### src/rtl/pipe_stage_chain.sv
// pipe_stage_chain: valid+payload pipeline boundary registers with stall, bubble, flush and counters
module pipe_stage_chain #(
  parameter int NUM_STAGES = 4,
  parameter int PAYLOAD_W  = 64,
  parameter int COLLAPSE   = 1,
  parameter int CNT_W      = 16
) (
  input  logic                            clk,
  input  logic                            reset,
  input  logic                            in_valid,
  input  logic [PAYLOAD_W-1:0]            in_payload,
  output logic                            in_ready,
  input  logic [NUM_STAGES-1:0]           stall_req,
  input  logic [NUM_STAGES-1:0]           flush_mask,
  output logic [NUM_STAGES-1:0]           stage_valid,
  output logic [NUM_STAGES*PAYLOAD_W-1:0] stage_payload,
  output logic [NUM_STAGES-1:0]           stage_advance,
  output logic [CNT_W-1:0]                retire_count,
  output logic [CNT_W-1:0]                stall_count
);
  localparam int N = NUM_STAGES;
  localparam int W = PAYLOAD_W;
  logic [N-1:0] es, hold, prev_hold, src_valid;
  logic [N:0] chain;
  logic [W-1:0] in_word;
  logic [N*W-1:0] src_payload;
  logic retire;
  always_comb begin
    es = stall_req & ~flush_mask;
    chain = '0;
    for (int k = N - 1; k >= 0; k--)
      chain[k] = (COLLAPSE != 0 ? stage_valid[k] : 1'b1) & (es[k] | chain[k+1]);
    hold = chain[N-1:0];
  end
  assign prev_hold     = hold << 1;
  assign src_valid     = (stage_valid << 1) | {{(N-1){1'b0}}, in_valid};
  assign in_word       = in_valid ? in_payload : '0;
  assign src_payload   = {stage_payload[(N-1)*W-1:0], in_word};
  assign in_ready      = ~hold[0];
  assign stage_advance = ~hold;
  assign retire        = stage_valid[N-1] & ~hold[N-1] & ~flush_mask[N-1];
  always_ff @(posedge clk) begin
    if (reset) begin
      stage_valid   <= '0;
      stage_payload <= '0;
      retire_count  <= '0;
      stall_count   <= '0;
    end else begin
      for (int k = 0; k < N; k++) begin
        if (flush_mask[k] || (!hold[k] && prev_hold[k])) begin
          stage_valid[k]          <= 1'b0;
          stage_payload[k*W +: W] <= '0;
        end else if (!hold[k]) begin
          stage_valid[k]          <= src_valid[k];
          stage_payload[k*W +: W] <= src_payload[k*W +: W];
        end
      end
      if (retire && retire_count != '1) retire_count <= retire_count + 1'b1;
      if (hold[0] && stall_count != '1) stall_count <= stall_count + 1'b1;
    end
  end
endmodule

### config.mk
export PLATFORM = sky130hd
export DESIGN_NAME = pipe_stage_chain
export DESIGN_NICKNAME = d
export VERILOG_FILES = /design/src/rtl/pipe_stage_chain.sv
export SDC_FILE = /design/constraint.sdc
export NUM_CORES = 1
export LEC_CHECK = 0
export ABC_AREA = 1
export CAP_MARGIN = 40
export CORE_ASPECT_RATIO = 1.25
export CORE_MARGIN = 1
export CORE_UTILIZATION = 47
export CTS_CLUSTER_SIZE = 12
export DETAILED_ROUTE_END_ITERATION = 12
export GPL_TIMING_DRIVEN = 0
export PLACE_DENSITY_LB_ADDON = 0.2
export SYNTH_ARGS = -nofsm -noshare
export SYNTH_HDL_FRONTEND = slang
export SYNTH_SLANG_ARGS = --single-unit
### constraint.sdc
create_clock -name clk -period 2.28 [get_ports clk]
set_input_delay 0.456 -clock clk [delete_from_list [all_inputs] [get_ports clk]]
set_output_delay 0.456 -clock clk [all_outputs]
set_load 0.02 [all_outputs]
==> metrics.txt, run 1 <==
Worst R2R End=stage_payload[37]; Max Root-Sink Buffers=3; Crit Path Category=register to primary output; Via density=5.30; GPL Wtd Cong=0.911; slowest stage cell, crit path=dlygate4sd2_1; Synthesis Warnings=0; Pleak=5.85 nW; Comb power frac=6.9%; initial DRC count=633; Initial Utilization=47.8%; die footprint=0.0255 sq mm; power per cell area=627 mW/mm^2; Max-cap violations=0; largest delay contributor family on the critical path=buffers and inverters; first-pass GRT wire length=62.1 mm; number of routed nets with antenna violations=0; layout cells sized above 1=5.40%; final number of setup-violating endpoints=0; Seq cells post-synth=292; outcome=finished, final reports clean; design area=0.0168 sq mm; IO buf count=370; largest net degree at the start of global routing=15; crit path DAT=1.73 ns; Worst Hold Endpoint=stage_payload[6]; cell-internal power=8.12 mW; Final Hold Fails=0; R2R setup slack=0.22 ns; register share of total power=49.2%; clock sinks=292; Core Box Area=0.0244 sq mm; clock latency on the worst-skew pair=0.55 ns; GRT Resource Usage Total=31.3%; Die Wd=143 um; Max transition margin=46.5%; syn_area_per_cell=7.32 sq um; total grt overflow=0; Worst EP required=1.82 ns; Fmax achieved=457 MHz; H-tree depth=1; Max VDD drop=0.489 mV; Pins Over Slew Limit=0; hold path start=in_valid; Worst path most repeated cell=nand2_4; library cells used by synthesis=24; Cells after Synth=1593; initial antenna violation count=0; Reg area=0.00585 sq mm; origin of the critical flop-to-flop path=stage_valid[3]; Worst Setup SP=stage_valid[3]; endpoint class of the critical path=primary output; DR DRC count=0; Clk network pwr share=43.8%; Die Ht=178 um; hpwl dp=30.4 mm; fill cell count=2147; vias in the first global route=11600; I/O pin count=372; drt total wl=40.9 mm; switching share of power=23.0%; Reg2Reg Depth=12; NetSw=2.43 mW; startpoint types=register; Area Overhead vs Synth=44.2%; minimum clock period after layout=2.19 ns; worst path bufs/invs=2; # nets final=2080; Via Count=12400; WHS Path Cells=3; clk root buf=clkbuf_16; CTS Buf Count=30; total power=10.6 mW; Synth Cell Area=0.0117 sq mm; clock skew=0.0157 ns; Site Rows=64; Worst-path clk slew=0.06 ns; area of the multi-input gates=0.00496 sq mm; 1st-pass router iterations=6; DR WL/cell=17.4 um; period utilization=96.0%; syn nets=1670; CTS tree=yes; worst-margin pin slew=0.802 ns; crit-path max FO=10; HP Class=primary input to register; worst path cell trace=nand3_4 > nand2_4 > nand2_4 > clkbuf_2 > dlygate4sd2_1; sequential fraction of the synthesis area=50.1%; Post-Place Cell Area=0.0158 sq mm; slowest stage delay, CP=0.40 ns; RSZ-0062 raised after global routing=false
## final cells by class
type,instances,share of cell area [%]
inverters,99,2.21
multi-input cells,1072,29.5
clock inverters,3,0.104
clock buffers,45,5.34
diodes,1,0.0149
plain buffers,129,3.32
well taps,330,2.45
flip-flops and latches,292,34.8
repair buffers,379,22.3
## state kept, by name, indices dropped and copies added, names as in the netlist
name / flops
stage_valid: 4
stall_count: 16
stage_payload: 256
retire_count: 16
## how the worst max path moves through the flow
stage,to,slack (ns),cells after the start
6_report,stage_advance[2],0.09,5
3_5_place_dp,stage_advance[0],-1.34,12
4_1_cts,stage_advance[0],-0.05,10
3_3_place_gp,stage_advance[0],-1.34,12
5_1_grt,stage_advance[2],0.003,5
2_1_floorplan,stage_advance[0],0.14,10
## tightest hold or removal path: stages
cell      delay, ns
clkbuf_1       0.21
nand3_1        0.14
a21oi_1        0.06
## cell families (layout without fill, tap and decap cells)
kind of cell    Yosys count  after routing  share of synthesized area, %
simple gates            829            829                          31.0
other cells               0              1                             0
buf+inv                 229            655                          7.89
xor+xnor                 14             14                          1.05
fa+ha+maj                 2              2                         0.214
flops                   292            292                          50.1
compound gates          227            227                          9.76
## synthesized netlist by cell type, drive strengths merged
master  count  area share, %
a211oi      1          0.064
a21oi     213            9.1
buf        46            2.0
clkbuf     84            2.7
dfxtp     292             50
ha          2           0.21
inv        99            3.2
nand2     411             13
nand3     211            9.1
nand4      79            4.2
nor2      116            3.8
nor3       11           0.47
nor3b       1          0.064
o21ai      13           0.56
xnor2       6           0.45
xor2        8           0.60
## per-layer routing
layer	GRT usage (%)	wire, um	vias to the layer above
met5	0	0	-
met4	15.2	2040	0
met3	6.34	3440	111
met2	54.5	20000	510
met1	36.3	15400	5763
li1	-	-	6060
## timing repair
item / CTS / global route
pin swaps: 4 / 1
resized for setup: 40 / 8
setup buffers: 7 / 2
hold buffers: 0 / 0
setup endpoints to repair: 89 / 19
## power by group through the flow
| stage | clock network, mW | registers [mW] | logic, mW |
|---|---|---|---|
| 6_report | 4.63 | 5.20 | 0.733 |
| 5_1_grt | 4.86 | 5.20 | 0.784 |
| 4_1_cts | 4.67 | 5.19 | 0.730 |
| 3_5_place_dp | 0 | 5.31 | 0.719 |
| 2_1_floorplan | 0 | 5.36 | 0.293 |
| 3_3_place_gp | 0 | 5.31 | 0.709 |
## cell usage in the layout, fill, tap and decap left out, drive strengths merged
master         instances
a211oi                 1
a21oi                213
buf                   58
clkbuf               128
clkdlybuf4s50        362
clkinv                 2
clkinvlp               1
dfxtp                292
diode                  1
dlygate4sd2            5
ha                     2
inv                   99
nand2                411
nand3                211
nand4                 79
nor2                 116
nor3                  11
nor3b                  1
o21ai                 13
xnor2                  6
xor2                   8
## stage by stage
| stage | hold slack, ns | setup slack (ns) | instances | utilization [%] | TNS [ns] |
|---|---|---|---|---|---|
| final | 0.369 | 0.0918 | 2350 | 68.9 | 0 |
| after global routing | 0.400 | 0.00309 | 2349 | 68.9 | 0 |
| after CTS | 0.349 | -0.0463 | 2348 | 68.9 | -0.0463 |
| after detailed placement | 0.467 | -1.34 | 2293 | 64.6 | -132.48 |
| after global placement | 0.461 | -1.34 | 2293 | 64.6 | -129.99 |
| after floorplan | 0.553 | 0.141 | 1593 | - | 0 |
Power figures use the tool's default switching activity.
==> run 2: changes to the inputs <==
--- a/config.mk
+++ b/config.mk
@@ -9,8 +9,7 @@
 export CAP_MARGIN = 40
 export CORE_ASPECT_RATIO = 1.25
 export CORE_MARGIN = 1
-export CORE_UTILIZATION = 47
-export CTS_CLUSTER_SIZE = 12
+export CORE_UTILIZATION = 42
 export DETAILED_ROUTE_END_ITERATION = 12
 export GPL_TIMING_DRIVEN = 0
 export PLACE_DENSITY_LB_ADDON = 0.2
==> run 2 against run 1 <==
Against the previous run:
- die area increased by 12%
- via count fell by 2.0%
- sequential share of layout area is essentially flat
- critical path depth up 4
- clock power about the same
- critical path type unchanged
- critical endpoint is now stage_advance[0]
- largest cell class unchanged
- largest power group unchanged
- highest routed layer unchanged
==> metrics.txt, run 2 (synthesis results as in run 1) <==
Final Hold Fails=0 (unchanged); minimum clock period after layout=2.22 ns (+0.0269 ns); GPL Wtd Cong=0.928 (+1.8%); Initial Utilization=43.1% (-4.7 points); Pins Over Slew Limit=0 (unchanged); clk root buf=clkbuf_16; GRT Resource Usage Total=27.8% (-3.4 points); hold path start=in_valid; Reg2Reg Depth=8 (-4); Worst EP required=1.82 ns (about the same); Max VDD drop=0.486 mV (-0.75%); Die Wd=151 um (+5.7%); Area Overhead vs Synth=44.2% (about the same); largest net degree at the start of global routing=14 (-1); DR WL/cell=17.3 um (-0.72%); hpwl dp=30.6 mm (+0.65%); NetSw=2.45 mW (+0.67%); final number of setup-violating endpoints=0 (unchanged); I/O pin count=372 (unchanged); worst path cell trace=nand3_4 > nand2_4 > nand2_4 > nand2_4 > nand2_4 > nand2_8 > nand2_8 > buf_6 > buf_6; Max-cap violations=0 (unchanged); Post-Place Cell Area=0.0158 sq mm (+0.12%); Worst-path clk slew=0.06 ns (about the same); Comb power frac=6.9% (about the same); Max transition margin=48.6% (+2.1 points); cell-internal power=8.11 mW (-0.17%); Site Rows=67 (+4.7%); slowest stage cell, crit path=dfxtp_2; register share of total power=49.2% (about the same); RSZ-0062 raised after global routing=false; switching share of power=23.2% (+0.15 points); DR DRC count=0 (unchanged); Core Box Area=0.0271 sq mm (+11%); vias in the first global route=11300 (-2.7%); initial antenna violation count=2 (+2); power per cell area=627 mW/mm^2 (about the same); Max Root-Sink Buffers=3 (unchanged); worst path bufs/invs=2 (unchanged); commonest non-fill, non-tap cell in the layout=nand2_1; H-tree depth=1 (unchanged); drt total wl=40.9 mm (about the same); design area=0.0168 sq mm (about the same); number of routed nets with antenna violations=0 (unchanged); startpoint types=register; Via Count=12200 (-2.0%); crit-path max FO=5 (-5); Die Ht=188 um (+5.7%); Worst Hold Endpoint=stage_payload[7]; slowest stage delay, CP=0.35 ns (-0.05 ns); HP Class=primary input to register; max reg flops=256 (unchanged); outcome=finished, final reports clean; total grt overflow=0 (unchanged); CTS Buf Count=29 (-3.3%); Largest Register=stage_payload; CTS tree=yes; layout cells sized above 1=5.25% (-0.15 points); R2R setup slack=0.14 ns (-0.08 ns); Worst R2R End=stage_payload[230]; WHS Path Cells=3 (unchanged); largest delay contributor family on the critical path=simple AND/OR/NAND/NOR gates; Top Registers=stage_payload (256), retire_count (16), stall_count (16); endpoint class of the critical path=primary output; origin of the critical flop-to-flop path=stage_valid[3]; Fmax achieved=451 MHz (-1.2%); Worst path most repeated cell=nand2_4; commonest cells after routing, fill and taps aside=404 x nand2_1, 361 x clkdlybuf4s50_1, 290 x dfxtp_1, 213 x a21oi_1, 209 x nand3_1; crit path DAT=1.76 ns (+0.03 ns); clock skew=0.0222 ns (+0.00650 ns); # nets final=2076 (-0.19%); Clk network pwr share=43.8% (about the same); IO buf count=370 (unchanged); clock sinks=292 (unchanged); die footprint=0.0285 sq mm (+12%); Via density=5.16 (-2.6%); period utilization=97.2% (+1.2 points); worst-margin pin slew=0.771 ns (-0.0310 ns); Crit Path Category=register to primary output; Post-CTS Hold Buffers=0 (unchanged); first-pass GRT wire length=61.5 mm (-1.0%); initial DRC count=496 (-22%); clock latency on the worst-skew pair=0.55 ns (about the same); final core occ=62.2% (-6.8 points); 1st-pass router iterations=5 (-1); Pleak=5.84 nW (-0.12%)
run 2: layer usage:
| layer | up-vias | track usage, % | share of wire [%] |
|---|---|---|---|
| met1 | 5618 | 32.2 | 39 |
| met3 | 95 | 6.32 | 8.4 |
| met5 | - | 0 | 0 |
| met2 | 439 | 48.1 | 48 |
| li1 | 6045 | - | - |
| met4 | 0 | 12.9 | 4.5 |
run 2: cell type report:
cell class	instances	area, sq um
buffer	128	554
inverter	99	372
tap	345	432
timing repair buffer	377	3740
clock buffer	43	848
clock inverter	7	63.8
multi-input combinational	1072	4960
sequential	292	5850
fill	2528	10200
antenna	3	7.51
run 2: worst reg2reg max path, cell delays in order (launching register included):
cell and delay (ns):
dfxtp_2 0.35, nand3_4 0.11, nand2_4 0.10, buf_4 0.12, nand3_1 0.06, nand3_1 0.09
clkbuf_1 0.60, buf_1 0.47, a21oi_1 0.09
run 2: power groups by stage:
stage / registers, mW / clock network, mW / logic (mW)
after floorplan: 5.36 / 0 / 0.293
after global placement: 5.31 / 0 / 0.715
after detailed placement: 5.31 / 0 / 0.719
after CTS: 5.19 / 4.70 / 0.731
after global routing: 5.20 / 4.92 / 0.789
final: 5.20 / 4.63 / 0.733
run 2: worst max-delay path by stage:
stage	from	to	slack [ns]	depth (start not counted)
final	stage_valid[3]	stage_advance[0]	0.06	9
after global routing	stall_count[1]	stall_count[4]	0.0006	10
after CTS	stage_valid[3]	stage_advance[0]	-0.07	10
after detailed placement	flush_mask[3]	stage_advance[0]	-1.33	12
after global placement	flush_mask[3]	stage_advance[0]	-1.33	12
after floorplan	flush_mask[3]	stage_advance[0]	0.14	10
run 2: repair_timing:
action,in CTS,in global routing
endpoints found under the setup margin,88,22
gates cloned,0,0
gates resized for setup,39,7
buffers inserted,7,0
pin swaps,4,1
run 2: metrics by stage:
step	power [mW]	std cells	setup TNS (ns)	setup WS [ns]	hold slack [ns]
after floorplan	5.65	1593	0	0.141	0.553
after global placement	6.02	2308	-128.06	-1.33	0.463
after detailed placement	6.03	2308	-128.51	-1.33	0.467
after CTS	10.6	2365	-0.0681	-0.0681	0.335
after global routing	10.9	2365	0	0.000557	0.386
final	10.6	2366	0	0.0649	0.354
==> run 3: changes to the inputs <==
--- a/config.mk
+++ b/config.mk
@@ -8,7 +8,7 @@
 export ABC_AREA = 1
 export CAP_MARGIN = 40
 export CORE_ASPECT_RATIO = 1.25
-export CORE_MARGIN = 1
+export CORE_MARGIN = 5
 export CORE_UTILIZATION = 42
 export DETAILED_ROUTE_END_ITERATION = 12
 export GPL_TIMING_DRIVEN = 0
==> constraint.sdc (replaced) <==
create_clock -name clk -period 2.16 [get_ports clk]
set_input_delay 0.432 -clock clk [delete_from_list [all_inputs] [get_ports clk]]
set_output_delay 0.432 -clock clk [all_outputs]
set_load 0.02 [all_outputs]
==> run 3 against run 2 <==
Against the previous run:
- global-route usage is 1.7 points lower
- count of clock-buffer cells in the layout is 5 lower
- flip-flop and latch count stayed put
- die area is 9.8% higher
- first-iteration DRC count is 45% higher
- design area is 1.0% higher
- clock power is 19% higher
- critical path depth is 7 lower
- utilization is 0.28 points lower
==> metrics.txt, run 3 (synthesis results as in run 1) <==
Clk network pwr share=46.9% (+3.1 points); Top Registers=stage_payload (256), retire_count (16), stall_count (16); Initial Utilization=42.5% (-0.63 points); HP Class=primary input to register; power per cell area=693 mW/mm^2 (+10%); commonest non-fill, non-tap cell in the layout=nand2_1; number of routed nets with antenna violations=0 (unchanged); Core Box Area=0.0275 sq mm (+1.5%); Die Wd=159 um (+5.3%); Worst EP required=1.73 ns (-0.09 ns); switching share of power=22.6% (-0.63 points); crit-path max FO=3 (-2); TNS Setup=0 ns (unchanged); vias in the first global route=12200 (+7.9%); Pleak=5.95 nW (+1.8%); register share of total power=46.5% (-2.7 points); H-tree depth=1 (unchanged); minimum clock period after layout=2.10 ns; hpwl dp=32.1 mm (+5.0%); CTS Buf Count=29 (unchanged); Final Hold Fails=0 (unchanged); period utilization=97.2%; startpoint types=register; Via density=5.17 (+0.37%); outcome=finished, final reports clean; Fmax achieved=476 MHz; final number of setup-violating endpoints=0 (unchanged); Max-cap violations=0 (unchanged); Max transition margin=47.5% (-1.1 points); Worst-path clk slew=0.06 ns (about the same); max reg flops=256 (unchanged); clock sinks=292 (unchanged); Die Ht=196 um (+4.2%); NetSw=2.66 mW (+8.6%); Area Overhead vs Synth=45.7%; Max Root-Sink Buffers=3 (unchanged); Via Count=12300 (+0.75%); layout cells sized above 1=6.03% (+0.78 points); clk root buf=clkbuf_16; crit path DAT=1.67 ns (-0.09 ns); DR DRC count=0 (unchanged); drt total wl=42.8 mm (+4.6%); initial antenna violation count=2 (unchanged); I/O pin count=372 (unchanged); cell-internal power=9.12 mW (+13%); clock latency on the worst-skew pair=0.54 ns (about the same); DR WL/cell=18.0 um (+4.2%); Crit Path Category=register to primary output; total grt overflow=0 (unchanged); 1st-pass router iterations=5 (unchanged); worst-margin pin slew=0.787 ns (+0.0163 ns); # nets final=2078 (+0.096%); CTS tree=yes; initial DRC count=720 (+45%); Site Rows=68 (+1.5%); worst setup margin=0.0611 ns (-0.00375 ns); endpoint class of the critical path=primary output; Largest Register=stage_payload; Comb power frac=6.6% (-0.3 points); GRT Resource Usage Total=26.1% (-1.7 points); clock skew=0.00690 ns (-0.0153 ns); GPL Wtd Cong=0.945 (+1.8%); commonest cells after routing, fill and taps aside=404 x nand2_1, 359 x clkdlybuf4s50_1, 289 x dfxtp_1, 213 x a21oi_1, 209 x nand3_1; Post-Place Worst Slack=-1.41 ns (-0.0789 ns); first-pass GRT wire length=66.8 mm (+8.8%); die footprint=0.0312 sq mm (+9.8%); largest net degree at the start of global routing=15 (+1); Max VDD drop=0.573 mV (+18%); IO buf count=370 (unchanged); Pins Over Slew Limit=0 (unchanged)
## run 3: cell types whose count changed in the layout (fill, tap and decap cells not counted), moves of 2 or more
cell	previous run	this run
buf_4	14	18
bufinv_16	1	6
clkbuf_1	84	77
clkbuf_2	4	7
clkdlybuf4s50_1	361	359
clkinvlp_4	0	3
dlymetal6s2s_1	0	2
## run 3: final timing paths
kind,depth (start not counted),slack (ns),to,start
min,3,0.35,stage_payload[10],in_valid
min reg2reg,2,0.48,stage_payload[144],stage_payload[80]
max,2,0.06,stage_valid[3],stage_valid[3]
max reg2reg,10,0.13,retire_count[5],retire_count[0]
## run 3: layout make-up
cell class	count	area (sq um)
fill	2569	10500
sequential	292	5850
multi-input combinational	1072	4970
timing repair buffer	381	3770
clock buffer	38	820
buffer	126	541
tap	350	438
inverter	99	372
clock inverter	15	233
antenna	2	5.00
## run 3: timing repair
item / in CTS / in global routing
buffers inserted: 10 / 1
pin swaps: 4 / 2
hold buffers: 0 / 0
setup endpoints to repair: 191 / 134
resized for setup: 44 / 16
## run 3: critical path, cell delays in order, from the launching register on
cell and delay [ns]:
dfxtp_4 0.36, buf_4 0.11, clkdlybuf4s50_1 0.65
## run 3: metrics by stage
stage	power, mW	hold WS [ns]	instance area, sq um	utilization, %	instances
after floorplan	5.96	0.553	11700	-	1593
after global placement	6.35	0.463	15800	57.5	2313
after detailed placement	6.36	0.473	15800	57.5	2313
after CTS	11.9	0.335	17000	61.9	2376
after global routing	12.2	0.376	17000	61.9	2375
final	11.8	0.355	17000	61.9	2375
## run 3: routing by layer
metal | part of all wire, % | up-vias | GRT usage (%)
met1 | 39 | 5656 | 31.2
met3 | 7.7 | 92 | 6.00
met2 | 49 | 486 | 45.7
li1 | - | 6055 | -
met4 | 4.2 | 0 | 10.3
met5 | 0 | - | 0
## run 3: power by group through the flow
stage	Clock, mW	Combinational [mW]	Sequential, mW
2_1_floorplan	0	0.310	5.65
3_3_place_gp	0	0.754	5.60
3_5_place_dp	0	0.762	5.60
4_1_cts	5.60	0.776	5.48
5_1_grt	5.84	0.835	5.48
6_report	5.52	0.778	5.48
